### src/rtl/rx_pkg.sv
// Shared types and constants for the serial receive path.
package rx_pkg;

    localparam int unsigned RX_DEFAULT_BITS = 8;

    typedef enum logic [1:0] {
        IDLE  = 2'd0,
        SHIFT = 2'd1,
        LOAD  = 2'd2
    } rx_state_t;

endpackage

### src/rtl/flex_stp_sr.sv
// Serial-to-parallel shift register with selectable shift direction.
module flex_stp_sr
    import rx_pkg::*;
#(
    parameter int unsigned NUM_BITS  = RX_DEFAULT_BITS,
    parameter bit          SHIFT_MSB = 1'b1
) (
    input  logic                clk,
    input  logic                n_rst,
    input  logic                shift_enable,
    input  logic                serial_in,
    output logic [NUM_BITS-1:0] parallel_out
);

    logic [NUM_BITS-1:0] sr_d;
    logic [NUM_BITS-1:0] sr_q;

    // MSB-first fills from bit 0 upward; LSB-first fills from the top downward.
    always_comb begin
        sr_d = sr_q;
        if (shift_enable) begin
            if (SHIFT_MSB) begin
                sr_d = {sr_q[NUM_BITS-2:0], serial_in};
            end else begin
                sr_d = {serial_in, sr_q[NUM_BITS-1:1]};
            end
        end
    end

    always_ff @(posedge clk or negedge n_rst) begin
        if (!n_rst) begin
            sr_q <= '1;
        end else begin
            sr_q <= sr_d;
        end
    end

    assign parallel_out = sr_q;

endmodule

### src/rtl/rx_deserializer.sv
// Receives framed serial words clocked by an asynchronous sclk and hands them
// to a clk-domain consumer through a ready/acknowledge buffer.
module rx_deserializer
    import rx_pkg::*;
#(
    parameter int unsigned NUM_BITS  = RX_DEFAULT_BITS,
    parameter bit          SHIFT_MSB = 1'b1
) (
    input  logic                clk,
    input  logic                n_rst,
    input  logic                sclk,
    input  logic                ss_n,
    input  logic                serial_in,
    input  logic                data_read,
    output logic [NUM_BITS-1:0] rx_data,
    output logic                data_ready,
    output logic                overrun_error,
    output logic                rising_edge_found
);

    localparam int unsigned CNT_W = (NUM_BITS > 1) ? $clog2(NUM_BITS) : 1;

    logic                sclk_s1_d, sclk_s1_q, sclk_s2_d, sclk_s2_q;
    logic                sclk_prev_d, sclk_prev_q;
    logic                ss_s1_d, ss_s1_q, ss_s2_d, ss_s2_q;
    logic                sin_s1_d, sin_s1_q, sin_s2_d, sin_s2_q;
    logic                edge_d, edge_q;
    rx_state_t           state_d, state_q;
    logic [CNT_W-1:0]    cnt_d, cnt_q;
    logic [NUM_BITS-1:0] rx_data_d, rx_data_q;
    logic                ready_d, ready_q;
    logic                ovr_d, ovr_q;

    logic                shift_en;
    logic                last_bit;
    logic [NUM_BITS-1:0] word;

    flex_stp_sr #(
        .NUM_BITS (NUM_BITS),
        .SHIFT_MSB(SHIFT_MSB)
    ) u_sr (
        .clk         (clk),
        .n_rst       (n_rst),
        .shift_enable(shift_en),
        .serial_in   (sin_s2_q),
        .parallel_out(word)
    );

    always_comb begin
        sclk_s1_d   = sclk;
        sclk_s2_d   = sclk_s1_q;
        sclk_prev_d = sclk_s2_q;
        ss_s1_d     = ss_n;
        ss_s2_d     = ss_s1_q;
        sin_s1_d    = serial_in;
        sin_s2_d    = sin_s1_q;
        edge_d      = sclk_s2_q & ~sclk_prev_q;

        shift_en = edge_q & ~ss_s2_q;
        last_bit = (cnt_q == CNT_W'(NUM_BITS - 1));

        cnt_d = cnt_q;
        if (ss_s2_q) begin
            cnt_d = '0;
        end else if (shift_en) begin
            cnt_d = last_bit ? '0 : cnt_q + 1'b1;
        end

        state_d = state_q;
        case (state_q)
            IDLE:    if (!ss_s2_q) state_d = SHIFT;
            SHIFT: begin
                if (ss_s2_q) begin
                    state_d = IDLE;
                end else if (shift_en && last_bit) begin
                    state_d = LOAD;
                end
            end
            LOAD:    state_d = ss_s2_q ? IDLE : SHIFT;
            default: state_d = IDLE;
        endcase

        // Acknowledge clears first; a LOAD in the same cycle then re-arms ready.
        rx_data_d = rx_data_q;
        ready_d   = ready_q;
        ovr_d     = ovr_q;
        if (ready_q && data_read) begin
            ready_d = 1'b0;
            ovr_d   = 1'b0;
        end
        if (state_q == LOAD) begin
            if (!ready_q || data_read) begin
                rx_data_d = word;
                ready_d   = 1'b1;
            end else begin
                ovr_d = 1'b1;
            end
        end
    end

    always_ff @(posedge clk or negedge n_rst) begin
        if (!n_rst) begin
            sclk_s1_q   <= 1'b0;
            sclk_s2_q   <= 1'b0;
            sclk_prev_q <= 1'b0;
            ss_s1_q     <= 1'b1;
            ss_s2_q     <= 1'b1;
            sin_s1_q    <= 1'b1;
            sin_s2_q    <= 1'b1;
            edge_q      <= 1'b0;
            state_q     <= IDLE;
            cnt_q       <= '0;
            rx_data_q   <= '1;
            ready_q     <= 1'b0;
            ovr_q       <= 1'b0;
        end else begin
            sclk_s1_q   <= sclk_s1_d;
            sclk_s2_q   <= sclk_s2_d;
            sclk_prev_q <= sclk_prev_d;
            ss_s1_q     <= ss_s1_d;
            ss_s2_q     <= ss_s2_d;
            sin_s1_q    <= sin_s1_d;
            sin_s2_q    <= sin_s2_d;
            edge_q      <= edge_d;
            state_q     <= state_d;
            cnt_q       <= cnt_d;
            rx_data_q   <= rx_data_d;
            ready_q     <= ready_d;
            ovr_q       <= ovr_d;
        end
    end

    assign rx_data           = rx_data_q;
    assign data_ready        = ready_q;
    assign overrun_error     = ovr_q;
    assign rising_edge_found = edge_q;

endmodule

### config.mk
export PLATFORM = sky130hd
export DESIGN_NAME = rx_deserializer
export DESIGN_NICKNAME = d
export VERILOG_FILES = /design/src/rtl/rx_pkg.sv /design/src/rtl/flex_stp_sr.sv /design/src/rtl/rx_deserializer.sv
export SDC_FILE = /design/constraint.sdc
export NUM_CORES = 1
export LEC_CHECK = 0
export CORE_MARGIN = 1
export CORE_UTILIZATION = 47
export CTS_CLUSTER_SIZE = 12
export DETAILED_ROUTE_END_ITERATION = 16
export GPL_ROUTABILITY_DRIVEN = 0
export PLACE_DENSITY = 0.8
export SETUP_SLACK_MARGIN = 0.4
export SYNTH_ARGS = -nofsm -noshare
export SYNTH_HDL_FRONTEND = slang
export SYNTH_SLANG_ARGS = --single-unit
### constraint.sdc
create_clock -name clk -period 1.2 [get_ports clk]
set_clock_uncertainty 0.2 [all_clocks]
set_input_delay 0.12 -clock clk [delete_from_list [all_inputs] [get_ports clk]]
set_output_delay 0.12 -clock clk [all_outputs]
set_load 0.02 [all_outputs]
# Yosys cells after proc, flatten, opt, wreduce, memory -nomap -nowiden
# Index checks and enable logic that the tools add are counted.
totals:
  ff_bits: 31
  input_bits: 6
  wordCells: 46
classes:
  addsub: 1
  eq_ne: 5
  n_mux: 14
  bitwise_logic: 4
  n_reduce_logical: 8
ops:
  columns: ["operator", "count"]
  rows:
  - ["3-bit 2-to-1 mux", 3]
  - ["1-bit 2-to-1 mux", 7]
  - ["2-bit 2-to-1 mux", 3]
  - ["2-bit case mux with 3 select lines", 1]
  - ["2-bit AND reduction", 2]
  - ["3-bit by 1-bit adder with 3-bit output (second input constant)", 1]
  - ["3-bit equality test (second input constant)", 1]
  - ["3-bit != test (second input constant)", 1]
  - ["1-bit bitwise AND", 2]
  - ["2-bit by 1-bit equality test with 1-bit output (second input constant)", 1]
  - ["2-bit equality test (second input constant)", 1]
  - ["1-bit logical AND", 2]
  - ["2-bit logical NOT", 1]
  - ["2-bit != test (second input constant)", 1]
  - ["1-bit NOT", 2]
  - ["2-bit nonzero test", 1]
  - ["1-bit logical NOT", 1]
  - ["1-bit logical OR", 1]

# Depth between registers and ports, before layout
depth:
  word_depth: 6
  ltp_mapped: 5

# Cells and area by module
# A second synthesis with hierarchy kept.
hier_totals:
  cells_unflattened: 72
  area_unflattened_um2: 1176.1
modules_own_cells:
  columns: ["mod", "instances", "cells_each", "area_each_um2", "seq_area_each_um2"]
  rows:
  - ["rx_deserializer", 1, 55, 834.6, 590.6]
  - ["flex_stp_sr", 1, 17, 341.6, 210.2]

# Least setup slack after synthesis
# No wires, ideal clock.
synth_timing:
  path_type: "register to register"
  from: "register edge_q (netlist: rising_edge_found)"
  to: "register u_sr.sr_q[0] (netlist: u_sr.parallel_out[0])"
  setup_ns: 0.082
  arrival_ns: 1.171
  required_time_ns: 0.918
  path_slack_ns: -0.254
  stages_incl_launch_ff: 4
  path_cell_list: "dfrtp_1 > nor2b_4 > buf_12 > mux2_4"
synth_between:
  elab_chain_len: 1
synth_rtl:
  columns: ["item", "line", "text"]
  rows:
  - ["from (decl)", "rx_deserializer.sv:27", "logic edge_d, edge_q;"]
  - ["from (signal assigned)", "rx_deserializer.sv:124", "edge_q <= edge_d;"]
  - ["1-bit bitwise AND", "rx_deserializer.sv:59", "shift_en = edge_q & ~ss_s2_q;"]
  - ["to (signal assigned)", "flex_stp_sr.sv:34", "sr_q <= sr_d;"]
  - ["to (decl)", "flex_stp_sr.sv:16", "logic [NUM_BITS-1:0] sr_q;"]
# No other way between the ends.
# A chain may end at the register's enable or synchronous reset.

# Worst setup path in the final report
layout_timing:
  from: "register edge_q (netlist: rising_edge_found)"
  to: "register u_sr.sr_q[1] (netlist: u_sr.parallel_out[1])"
# The elaborated chain is that of the path after synthesis.

==> impl_metrics.yaml <==
pwr:
  power.leakage_nw: 0.797
  seqPwrFrac_pct: 57.4
  power.share.clock_pct: 28.8
  power.internal_w: 0.00184
  sw_frac_of_total_pct: 22.4
  p_per_area_nw_per_um2: 1360
  max-vdd-ir-drop_v: 0.000917
  power_frac_comb_pct: 13.7
  switchingPower_w: 0.000533
  finalPower_w: 0.00238
setup_path:
  crit_path_start_kind: "register"
  crit_fanout: 4
  end_kind: "register"
  worstSetupPathType: "reg -> reg"
  cp_slowest_cell: "dfrtp_2"
  r2r_start: "rising_edge_found"
  path_cells: "nor2b_4 -> clkbuf_16 -> mux2_4"
  r2r_end: "u_sr.parallel_out[1]"
  ff2ff_setup_slack_ns: -0.13
  critPathMaxStageDelay_ns: 0.39
  cp_top_family: "flip-flops"
  worstPathArrival_ns: 1.39
  reg2regPathDepth: 3
  cp.buffers_inverters: 1
  required_ns: 1.26
clock_network:
  clk-insertion-delay-late_ns: 0.33
  cts_tree: "yes"
  root_buffer: "clkbuf_4"
  cts_inserted_buffers: 5
  clock_sinks: 31
  cts_buffer_depth: 2
  clk_pin_slew_worst_paths_ns: 0.09
  h-tree-depth: 2
timing:
  max_slew_margin_pct: 88.7
  setup_viol: 30
  fin_crit_sh_pct: 111
  fmax_mhz: 752
  rsz0062_at_grt: "yes"
  finalHoldViolations: 11
  min_period_ns: 1.33
  tightest_slew_ns: 0.169
  drv_slew: 0
  whs_ns: -0.0596
  fin_ws_ns: -0.131
  setup_tns_ns: -2.98
synthesis:
  synth-warning-count: 0
  synth_area_sq_um: 1220
  synthXorXnorAreaFrac_pct: 0.716
  synthAdderAreaFrac_pct: 2.05
  syn_avg_cell_area_sq_um: 17.2
  synthMuxAreaShare_pct: 20.5
  synth_compound_area_share_pct: 2.05
  synth_cells: 71
  ys_ff_latch: 31
  synth-seq-area-share_pct: 65.5
  synth-simple-area-share_pct: 7.27
  ys_types: 18
  syn_nets: 79
  synth_top_family_by_area: "multiplexers"
detailed_routing:
  wl_per_cell_um: 14.3
  drc: 0
  initialDrtViolationCount: 10
  drt-total-wl_mm: 2.06
  ant_nets: 0
  viasPerCell: 4.85
  vias: 699
  first_pass_iters: 4
layout:
  antenna_cells: 0
  fill_cells: 171
  fin_util_pct: 70.4
  drive_gt1_share_pct: 76.3
  syn2layout_area_growth_pct: 42.6
  nets: 121
floorplanning:
  row_count: 18
  fp.dieW_um: 53
  start_util_pct: 49.3
  die-area_sq_um: 2810
  core-area_sq_um: 2480
  pin_count: 17
  die_y_um: 53
grt:
  antenna_found_initial: 0
  grt_pass1_wl_mm: 3.10
  grt_max_degree: 32
  grt_pass1_vias: 703
  grt-ovfl-total: 0
  track_usage_pct: 17.2
flow_run:
  drv_cap: 0
placed_design:
  portBuffers: 16
  dp_hpwl_mm: 1.18
  pre_cts_ws_ns: -0.268
min_path:
  min_path_type: "in -> async"
status:
  status: "complete, but fails checks"
  failed_checks: "hold timing, setup timing"
cell usage after synthesis:
cell / n / area share [%]
xnor2_1: 1 / 0.72
dfrtp_1: 11 / 23
buf_12: 1 / 1.6
nor2b_4: 2 / 2.3
nand3_1: 1 / 0.41
nand2_4: 1 / 0.92
nor2b_1: 1 / 0.51
a21oi_1: 4 / 1.6
mux2_4: 16 / 20
dfstp_2: 20 / 43
inv_1: 1 / 0.31
ha_1: 2 / 2.0
o21ai_1: 1 / 0.41
nand2b_1: 2 / 1.0
nand2_1: 2 / 0.61
mux2i_1: 1 / 0.82
nand3b_1: 1 / 0.61
nor2_1: 3 / 0.92
state kept, by name, indices dropped and copies added, names as in the netlist:
| name | flops |
|---|---|
| sclk_prev_q | 1 |
| sin_s1_q | 1 |
| ss_s2_q | 1 |
| overrun_error | 1 |
| sin_s2_q | 1 |
| state_q | 2 |
| u_sr.parallel_out | 8 |
| ss_s1_q | 1 |
| sclk_prev_d | 1 |
| data_ready | 1 |
| rx_data | 8 |
| cnt_q | 3 |
| rising_edge_found | 1 |
| sclk_s1_q | 1 |
what timing repair did:
action | CTS | global route
hold endpoints to repair | 13 | 13
pin swaps | 1 | 3
resized for setup | 73 | 3
endpoints found under the setup margin | 34 | 35
setup buffers | 5 | 5
gates cloned | 0 | 1
cells in the final DEF, fill, tap and decap left out, types with 3 or more instances in the layout:
cell type / Yosys / final
buf_4: 0 / 12
buf_6: 0 / 16
clkbuf_4: 0 / 5
clkdlybuf4s50_1: 0 / 5
dfrtp_1: 11 / 9
dfstp_2: 20 / 20
mux2_4: 16 / 16
nor2_1: 3 / 3
power by group through the flow:
stage          logic [W]  clock network [W]  registers [W]
5_1_grt         0.000353           0.000773        0.00139
2_1_floorplan   0.000200                  0        0.00136
3_5_place_dp    0.000284                  0        0.00138
6_report        0.000326           0.000685        0.00136
3_3_place_gp    0.000276                  0        0.00137
4_1_cts         0.000307           0.000714        0.00136
area by class of cell:
class                      instances  area, sq um  area share [%]
sequential                        31          803            46.1
multi-input combinational         38          444            25.5
timing repair buffer              36          385            22.1
clock buffer                       8         68.8            3.95
tap                               30         37.5            2.15
inverter                           1         3.75           0.215
worst max-delay path by stage:
stage                      startpoint                   end  slack (ns)  cells past startpoint
floorplan           rising_edge_found  u_sr.parallel_out[0]       -0.15                      3
global placement            data_read            rx_data[2]       -0.25                      4
detailed placement          data_read            rx_data[4]       -0.27                      4
CTS                        rx_data[0]            rx_data[0]       -0.14                      1
global route                 cnt_q[1]              cnt_q[1]       -0.18                      4
finish              rising_edge_found  u_sr.parallel_out[1]       -0.13                      3
metal layers:
layer  share of wire, %  GRT usage, %  wire length, um  vias up
met1                 44          20.4              912      347
met3                5.1          7.76              106        6
li1                   -             -                -      325
met4                2.7          11.8               56        0
met5                  0             0                0        -
met2                 48          24.7              987       21
through the flow:
stage,std cells,hold slack (ns),cell area [sq um]
floorplan,71,-0.376,1250
global placement,125,0.136,1510
detailed placement,125,0.142,1510
CTS,138,-0.0739,1670
global route,144,-0.0631,1740
finish,144,-0.0596,1740
cells by family after synthesis:
logic type / count (synthesis)
xor+xnor: 1
mux: 17
buf+inv: 2
fa+ha+maj: 2
compound gates: 5
flops: 31
simple gates: 13
No activity file was read; power rests on OpenSTA's default activity.
